File: src/rtl/conv_sched_pkg.sv
// Shared types and parameter derivations for the convolution tile scheduler.
package conv_sched_pkg;

  typedef enum logic [2:0] {
    IDLE,
    WAIT_TILE,
    LAUNCH,
    COMPUTE,
    OUTPUT
  } sched_state_t;

  // Output tile edge; also the stride between neighbouring input tiles.
  function automatic int calc_s(input int tile_n, input int kernel_k);
    return tile_n - kernel_k + 1;
  endfunction

  function automatic int calc_tiles(input int img_len, input int tile_n, input int stride);
    return (img_len - tile_n) / stride + 1;
  endfunction

  function automatic int calc_out_bits(input int stride, input int kern_w, input int data_w);
    return stride * stride * (kern_w + data_w + 13);
  endfunction

  function automatic int cnt_w(input int count);
    return (count <= 1) ? 1 : $clog2(count);
  endfunction

endpackage

File: src/rtl/conv_tile_pos_counter.sv
// Raster row/col position counter over a TR x TC grid of tiles.
module conv_tile_pos_counter #(
  parameter int TC    = 4,
  parameter int TR    = 4,
  parameter int COL_W = 2,
  parameter int ROW_W = 2
) (
  input  logic             clk,
  input  logic             reset,
  input  logic             clear,
  input  logic             advance,
  output logic [ROW_W-1:0] row,
  output logic [COL_W-1:0] col,
  output logic             last
);

  logic col_end;
  logic row_end;

  assign col_end = (col == COL_W'(TC - 1));
  assign row_end = (row == ROW_W'(TR - 1));
  assign last    = col_end && row_end;

  // Advancing past the final tile wraps to the origin so a new frame starts clean.
  always_ff @(posedge clk) begin
    if (reset || clear) begin
      row <= '0;
      col <= '0;
    end else if (advance) begin
      if (col_end) begin
        col <= '0;
        row <= row_end ? '0 : row + 1'b1;
      end else begin
        col <= col + 1'b1;
      end
    end
  end

endmodule

File: src/rtl/conv_tile_scheduler.sv
// Tile-level sequencer between the input tile gatherer and the convolution PE.
// Optional COMPUTE watchdog enabled by defining CONV_SCHED_WATCHDOG_EN.
module conv_tile_scheduler
  import conv_sched_pkg::*;
#(
  parameter int  INPUT_IMAGE_WIDTH  = 10,
  parameter int  INPUT_IMAGE_HEIGHT = 10,
  parameter int  INPUT_TILE_SIZE    = 4,
  parameter int  KERNEL_SIZE        = 3,
  parameter int  INPUT_DATA_WIDTH   = 8,
  parameter int  KERNEL_DATA_WIDTH  = 8,
  parameter int  WDT_CYCLES         = 1024,
  localparam int S        = calc_s(INPUT_TILE_SIZE, KERNEL_SIZE),
  localparam int TC       = calc_tiles(INPUT_IMAGE_WIDTH, INPUT_TILE_SIZE, S),
  localparam int TR       = calc_tiles(INPUT_IMAGE_HEIGHT, INPUT_TILE_SIZE, S),
  localparam int OUT_BITS = calc_out_bits(S, KERNEL_DATA_WIDTH, INPUT_DATA_WIDTH),
  localparam int COL_W    = cnt_w(TC),
  localparam int ROW_W    = cnt_w(TR)
) (
  input  logic                clk,
  input  logic                reset,
  input  logic                i_start,
  input  logic                i_tile_ready,
  output logic                o_pe_valid,
  input  logic                i_pe_final_compute,
  input  logic                i_pe_final_flatten,
  input  logic [OUT_BITS-1:0] i_pe_data,
  output logic [OUT_BITS-1:0] o_tile_data,
  output logic                o_tile_valid,
  input  logic                i_tile_accept,
  output logic                o_proc_finish,
  output logic [ROW_W-1:0]    o_tile_row,
  output logic [COL_W-1:0]    o_tile_col,
  output logic                o_frame_done,
  output logic                o_busy,
  output logic                o_error
);

  sched_state_t state;
  logic         compute_seen;
  logic         flatten_ok;
  logic         pos_clear;
  logic         pos_advance;
  logic         pos_last;

  assign flatten_ok  = i_pe_final_flatten && (compute_seen || i_pe_final_compute);
  assign pos_clear   = (state == IDLE) && i_start;
  assign pos_advance = (state == OUTPUT) && i_tile_accept;

  conv_tile_pos_counter #(
    .TC    (TC),
    .TR    (TR),
    .COL_W (COL_W),
    .ROW_W (ROW_W)
  ) u_pos (
    .clk     (clk),
    .reset   (reset),
    .clear   (pos_clear),
    .advance (pos_advance),
    .row     (o_tile_row),
    .col     (o_tile_col),
    .last    (pos_last)
  );

`ifdef CONV_SCHED_WATCHDOG_EN
  localparam int WDT_W = $clog2(WDT_CYCLES + 1);
  logic [WDT_W-1:0] wdt_cnt;
`else
  logic unused_wdt;
  assign unused_wdt = (WDT_CYCLES == 0);
  assign o_error    = 1'b0;
`endif

  always_ff @(posedge clk) begin
    if (reset) begin
      state         <= IDLE;
      compute_seen  <= 1'b0;
      o_pe_valid    <= 1'b0;
      o_tile_valid  <= 1'b0;
      o_tile_data   <= '0;
      o_proc_finish <= 1'b0;
      o_frame_done  <= 1'b0;
      o_busy        <= 1'b0;
`ifdef CONV_SCHED_WATCHDOG_EN
      wdt_cnt       <= '0;
      o_error       <= 1'b0;
`endif
    end else begin
      o_pe_valid    <= 1'b0;
      o_proc_finish <= 1'b0;
      o_frame_done  <= 1'b0;
      case (state)
        IDLE: begin
          if (i_start) begin
            o_busy <= 1'b1;
            state  <= WAIT_TILE;
`ifdef CONV_SCHED_WATCHDOG_EN
            o_error <= 1'b0;
`endif
          end
        end
        WAIT_TILE: begin
          if (i_tile_ready) state <= LAUNCH;
        end
        LAUNCH: begin
          o_pe_valid   <= 1'b1;
          compute_seen <= 1'b0;
          state        <= COMPUTE;
`ifdef CONV_SCHED_WATCHDOG_EN
          wdt_cnt      <= '0;
`endif
        end
        COMPUTE: begin
          if (i_pe_final_compute) compute_seen <= 1'b1;
          // A flatten strobe only counts once the PE has reported compute completion.
          if (flatten_ok) begin
            o_tile_data  <= i_pe_data;
            o_tile_valid <= 1'b1;
            state        <= OUTPUT;
          end
`ifdef CONV_SCHED_WATCHDOG_EN
          else if (wdt_cnt == WDT_W'(WDT_CYCLES - 1)) begin
            o_error       <= 1'b1;
            o_proc_finish <= 1'b1;
            o_busy        <= 1'b0;
            state         <= IDLE;
          end else begin
            wdt_cnt <= wdt_cnt + 1'b1;
          end
`endif
        end
        OUTPUT: begin
          if (i_tile_accept) begin
            o_tile_valid  <= 1'b0;
            o_proc_finish <= 1'b1;
            if (pos_last) begin
              o_frame_done <= 1'b1;
              o_busy       <= 1'b0;
              state        <= IDLE;
            end else begin
              state <= WAIT_TILE;
            end
          end
        end
        default: state <= IDLE;
      endcase
    end
  end

endmodule

File: config.mk
export PLATFORM = sky130hd
export DESIGN_NAME = conv_tile_scheduler
export DESIGN_NICKNAME = d
export VERILOG_FILES = /design/src/rtl/conv_sched_pkg.sv /design/src/rtl/conv_tile_pos_counter.sv /design/src/rtl/conv_tile_scheduler.sv
export SDC_FILE = /design/constraint.sdc
export NUM_CORES = 1
export LEC_CHECK = 0
export BUFFER_PORTS_ARGS = -buffer_cell sky130_fd_sc_hd__buf_2
export CORE_ASPECT_RATIO = 1.75
export CORE_MARGIN = 2
export CORE_UTILIZATION = 48
export CTS_BUF_LIST = sky130_fd_sc_hd__clkbuf_16
export CTS_CLUSTER_SIZE = 8
export DETAILED_ROUTE_END_ITERATION = 7
export GPL_ROUTABILITY_DRIVEN = 0
export GPL_TIMING_DRIVEN = 0
export PLACE_DENSITY = 0.88
export SYNTH_ARGS = -nofsm -noshare
export SYNTH_HDL_FRONTEND = slang
export SYNTH_SLANG_ARGS = --single-unit
File: constraint.sdc
create_clock -name clk -period 2.02 [get_ports clk]
set_clock_uncertainty 0.15 [all_clocks]
set_input_delay 0.202 -clock clk [delete_from_list [all_inputs] [get_ports clk]]
set_output_delay 0.202 -clock clk [all_outputs]
set_load 0.005 [all_outputs]
==> results of run 1 <==
## power breakdown
part / total [mW] / internal (mW) / switching (mW)
clock: 3.23 / 2.06 / 1.17
sequential: 2.58 / 2.57 / 0.0135
combinational: 0.719 / 0.369 / 0.349
## metrics by stage
stage / setup slack, ns / util, % / total power, mW / area, um^2 / hold slack (ns)
finish: 0.1288 / 75.97 / 6.533 / 9119 / 0.03166
global route: 0.002159 / 75.97 / 6.702 / 9119 / 0.05190
CTS: 0.1187 / 75.93 / 6.499 / 9114 / 0.01369
detailed placement: 0.1414 / 61.05 / 3.138 / 7328 / 0.3088
global placement: 0.1844 / 61.05 / 3.130 / 7328 / 0.3029
floorplan: 0.5042 / - / 2.903 / 5891 / 0.1976
## registers in the layout, summed over array words and instances (netlist names), 2 cells and up
signal and cells:
u_pos.col 2, o_tile_data 116, state 3, u_pos.row 2
## Yosys cell counts, types with 2 or more instances
library cell	n
o21ai_1	19
buf_4	3
nor3_1	5
buf_6	7
a21oi_2	2
buf_2	7
nor2b_1	116
o21ai_0	207
inv_1	2
nor2_1	4
nand2b_1	116
clkbuf_1	44
o21ai_2	8
nand2_1	5
ha_1	2
clkbuf_2	9
dfxtp_1	129
a21oi_1	5
## timing repair
action	4_1_cts	5_1_grt
hold buffers	117	0
endpoints found under the hold margin	117	0
endpoints found under the setup margin	0	4
resized for setup	0	4
## critical path: stages (launching register included)
cell and delay [ns]:
dfxtp_1 0.35, o211ai_4 0.42, buf_2 0.31, clkbuf_1 0.33
o21ai_0 0.16, o21ai_1 0.11
## metal layers
metal | vias to the layer above | GRT usage, % | part of all wire [%]
li1 | 3130 | - | -
met1 | 3181 | 32.04 | 34
met5 | - | 0 | 0
met4 | 0 | 19.85 | 5.6
met2 | 354 | 60.91 | 54
met3 | 112 | 8.114 | 5.8
## logic make-up after synthesis
logic type      after synthesis  synth area share [%]
compound gates              248                 22.26
simple gates                257                 27.23
flops                       129                 43.84
fa+ha+maj                     2                0.4247
buf+inv                      72                 6.011
other cells                   1               0.06366
mux                           1                0.1699
## cell usage in the layout, fill, tap and decap left out, types with 2 or more instances in the layout
master	synthesis	layout
o21ai_2	8	8
clkinv_2	0	2
o21ai_1	19	19
clkbuf_2	9	11
buf_2	7	253
buf_4	3	3
inv_1	2	2
ha_1	2	2
a21oi_1	5	5
a21oi_2	2	2
clkinv_1	0	2
dlygate4sd3_1	0	117
nor2b_1	116	116
nor2_1	4	4
clkbuf_1	44	42
nand2_1	5	5
o21ai_0	207	207
bufinv_16	0	4
dfxtp_1	129	129
buf_6	7	7
inv_6	0	2
nand2b_1	116	116
clkinv_4	0	3
clkbuf_16	0	17
nor3_1	5	5
## worst min-delay path by stage
stage | start | endpoint | slack, ns | cells after the start
floorplan | i_pe_data[29] | o_tile_data[29] | 0.20 | 2
global placement | i_pe_data[4] | o_tile_data[4] | 0.30 | 3
detailed placement | i_pe_data[6] | o_tile_data[6] | 0.31 | 3
CTS | i_pe_final_compute | compute_seen | 0.01 | 3
global route | i_pe_final_compute | compute_seen | 0.05 | 3
finish | i_pe_final_compute | compute_seen | 0.03 | 3
## layout make-up
class	instances	area [um^2]
Sequential cell	129	2582
Antenna cell	1	2.502
Inverter	2	7.507
Buffer	70	349.1
Multi-Input combinational cell	509	2954
Fill cell	801	2884
Tap cell	165	206.4
Clock buffer	17	425.4
Clock inverter	14	188.9
Timing Repair Buffer	363	2402
==> impl_metrics.tcl, run 1 <==
set metrics [dict create \
    startpoint_type "flop" \
    routed_wl_um 22290 \
    fmax_mhz 528.8 \
    ys_seq_elements 129 \
    worstPathRequired_ns 2.21 \
    criticalPathCategory "reg -> reg" \
    ioPinCount 249 \
    fin_setup_tns_ns 0 \
    synthArstFlopShare_pct 0 \
    htree_levels 4 \
    cts.clk_slew.worst_paths_ns 0.06 \
    die-area_um2 13210 \
    ys_warn_count 0 \
    syn_avg_cell_area_um2 8.297 \
    ir_drop_v 0.0006161 \
    layoutNonFillerInstCount 1270 \
    die_h_um 150.5 \
    grt_usage_pct 33.05 \
    rows 53 \
    synth_top_area_cell "dfxtp_1" \
    crit_arrival_ns 2.08 \
    numPortBuffers 246 \
    drtIter0Drc 321 \
    syn_nets 835 \
    areaGrowthSynthToFinish_pct 54.80 \
    hp-class "in -> reg" \
    drv_slew 0 \
    crit_end "o_tile_data[32]" \
    initial_core_util_pct 49.08 \
    synth_area_leaders "dfxtp_1 (44%), o21ai_0 (18%), nand2b_1 (12%)" \
    seq_area_frac_synth_pct 43.84 \
    die_x_um 87.74 \
    power_density_nw_per_um2 716.4 \
    min_period_over_period_pct 93.62 \
    gr-total-overflow 0 \
    fp.coreArea_um2 12000 \
    outcome "completed" \
    antenna_found_initial 1 \
    synth-edff-count 0 \
    synth_cell_type_count 38 \
    r2r-start "compute_seen" \
    viasPerCell 5.336 \
    r2r_setup_slack_ns 0.13 \
    clockBufferDepth 2 \
    worst_setup_path_end_kind "flop" \
    hold_viol 0 \
    grt_max_degree 17 \
    synth_top_area_share_pct 43.84 \
    cts_tree "done" \
    p_leak_nw 4.057 \
    netlist_instances 710 \
    clock_latency_ns 0.40 \
    drive_gt1_share_pct 28.80 \
    cts_buffers 17 \
    reg2regPathDepth 5 \
    nets 1217 \
    drc 0 \
    rr_endpoint "o_tile_data[32]" \
    cts_setup_buffers 0 \
    first_pass_iters 8 \
    postRouteAntennaNets 0 \
    fin_crit_ns 1.891 \
    placed_cells 1121 \
    syn-cell-area_um2 5891 \
    synthFlopType "dfxtp_1" \
    wl_per_cell_um 17.55 \
    grt_pass1_wl_um 33950 \
    cts-root-buf "clkbuf_16" \
    rsz0062_at_grt "false" \
    grt_pass1_vias 7099 \
    cts.sinks 129 \
    timing.critical_path.from "compute_seen" \
    setup_violations 0 \
    hpwl_um 12440 \
    vias 6777 \
    drv_cap 0 \
    critPathMaxFanout 10 \
]
Note: power is estimated with default switching activity, not from simulation.
==> run 2, diff against run 1 <==
- CELL_PAD_IN_SITES_DETAIL_PLACEMENT: default -> 1
- CELL_PAD_IN_SITES_GLOBAL_PLACEMENT: default -> 1
- CORE_UTILIZATION: 48 -> 34
==> run 2 against run 1 <==
Cell count up 5.4%. Clock power shrank 5%. Register-to-register slack worse by 0.05 ns. Critical endpoint is now o_tile_data[97].
==> impl_metrics.tcl, run 2 (synthesis gave the netlist of run 1 again) <==
set metrics [dict create \
    worst_setup_path_end_kind "flop" \
    cts.clk_slew.worst_paths_ns 0.07 \
    largest_register_ff_count 116 \
    grt_pass1_wl_um 42360 \
    hold_viol 0 \
    cts.sinks 129 \
    slew-limit-headroom_pct 62.56 \
    drc 0 \
    pwr-share-comb_pct 11.5 \
    grt_usage_pct 29.49 \
    worstPathRequired_ns 2.15 \
    power_density_nw_per_um2 698.3 \
    drv_slew 0 \
    rsz0062_at_grt "false" \
    drtIter0Drc 237 \
    top_register "o_tile_data" \
    initial_core_util_pct 34.76 \
    htree_levels 4 \
    crit_arrival_ns 2.08 \
    clock_latency_ns 0.42 \
    fin_crit_ns 1.945 \
    drv_cap 0 \
    power.share.clock_pct 48.1 \
    fp.coreArea_um2 16950 \
    drive_gt1_share_pct 29.05 \
    ff_latch_area_um2 2582 \
    hpwl_um 15570 \
    clockBufferDepth 2 \
    ir_drop_v 0.0005047 \
    viasPerCell 5.138 \
    numPortBuffers 246 \
    outcome "completed" \
    routed_wl_um 27580 \
    grt_max_degree 17 \
    reg.largest.list "o_tile_data (116), state (3)" \
    cts_buffers 17 \
    tightest_slew_ns 0.5616 \
    fin_setup_tns_ns 0 \
    die_h_um 178.1 \
    gr-total-overflow 0 \
    p_int_mw 4.744 \
    criticalPathCategory "reg -> reg" \
    setup_violations 0 \
    total_power_mw 6.401 \
    layout_common_cells "buf_2 (253), o21ai_0 (207), dfxtp_1 (129)" \
    die_x_um 103.5 \
    first_pass_iters 4 \
    multiInputGateArea_um2 2954 \
    min_period_over_period_pct 96.27 \
    sw_frac_of_total_pct 25.88 \
    antenna_found_initial 6 \
    grt_pass1_vias 7768 \
    final_common_cell "buf_2" \
    postRouteAntennaNets 0 \
    wl_per_cell_um 20.61 \
    p_sw_mw 1.657 \
    critPathMaxFanout 10 \
    fmax_mhz 514.2 \
    ioPinCount 249 \
    p_leak_nw 4.033 \
    startpoint_type "flop" \
    cts_tree "done" \
    fillCellCount 2067 \
    die-area_um2 18440 \
    hp-class "in -> reg" \
    p_seq_share_pct 40.4 \
    areaGrowthSynthToFinish_pct 55.61 \
    nets 1217 \
    rows 63 \
    cts-root-buf "clkbuf_16" \
    vias 6874 \
]
run 2: final timing paths:
path / startpoint / endpoint / slack [ns] / cells past startpoint
max reg2reg: state[0] / o_tile_data[97] / 0.08 / 6
min reg2reg: o_tile_valid / o_tile_valid / 0.33 / 2
min: i_pe_final_compute / compute_seen / 0.04 / 3
max: state[0] / o_tile_data[97] / 0.08 / 6
run 2: per-stage QoR:
step / worst slack (ns) / hold WS, ns / area, um^2 / std cells / util, %
after floorplan: 0.5042 / 0.1976 / 5891 / 710 / -
after global routing: 0.01034 / 0.08578 / 9166 / 1338 / 54.09
after detailed placement: 0.09850 / 0.3115 / 7406 / 1183 / 43.70
after CTS: 0.06406 / 0.01379 / 9148 / 1332 / 53.98
final: 0.07540 / 0.04035 / 9166 / 1338 / 54.09
after global placement: 0.1652 / 0.3034 / 7406 / 1183 / 43.70
run 2: area by class of cell:
class / instances / area share, %
multi-input cells: 509 / 32.23
flip-flops and latches: 129 / 28.17
repair buffers: 363 / 26.21
clock buffers: 17 / 4.641
plain buffers: 70 / 3.822
well taps: 227 / 3.099
clock inverters: 15 / 1.583
diodes: 6 / 0.1638
inverters: 2 / 0.08190
run 2: routing by layer:
layer  wire length, um  GRT usage (%)  vias to the layer above  part of all wire (%)
met5                 0              0                        -                     0
met4              1896          20.66                        0                   6.9
met3              1202          6.102                      122                   4.4
met2             15090          57.01                      299                    55
met1              9385          27.37                     3319                    34
li1                  -              -                     3134                     -
run 2: worst max-delay path: stages, from the launching register on:
cell	delay [ns]
dfxtp_1	0.33
buf_6	0.14
o211ai_4	0.16
or2_1	0.27
buf_6	0.16
clkbuf_2	0.19
o21ai_0	0.40
run 2: power groups by stage:
stage	sequential [mW]	clock [mW]	combinational, mW
5_1_grt	2.59	3.21	0.796
4_1_cts	2.58	3.09	0.705
3_3_place_gp	2.64	0	0.512
3_5_place_dp	2.64	0	0.521
6_report	2.58	3.08	0.739
2_1_floorplan	2.64	0	0.264
run 2: timing repair:
item	in CTS	in global routing
gates resized for setup	0	6
buffers inserted	0	0
endpoints found under the setup margin	0	23
hold endpoints to repair	117	0
hold buffers	117	0
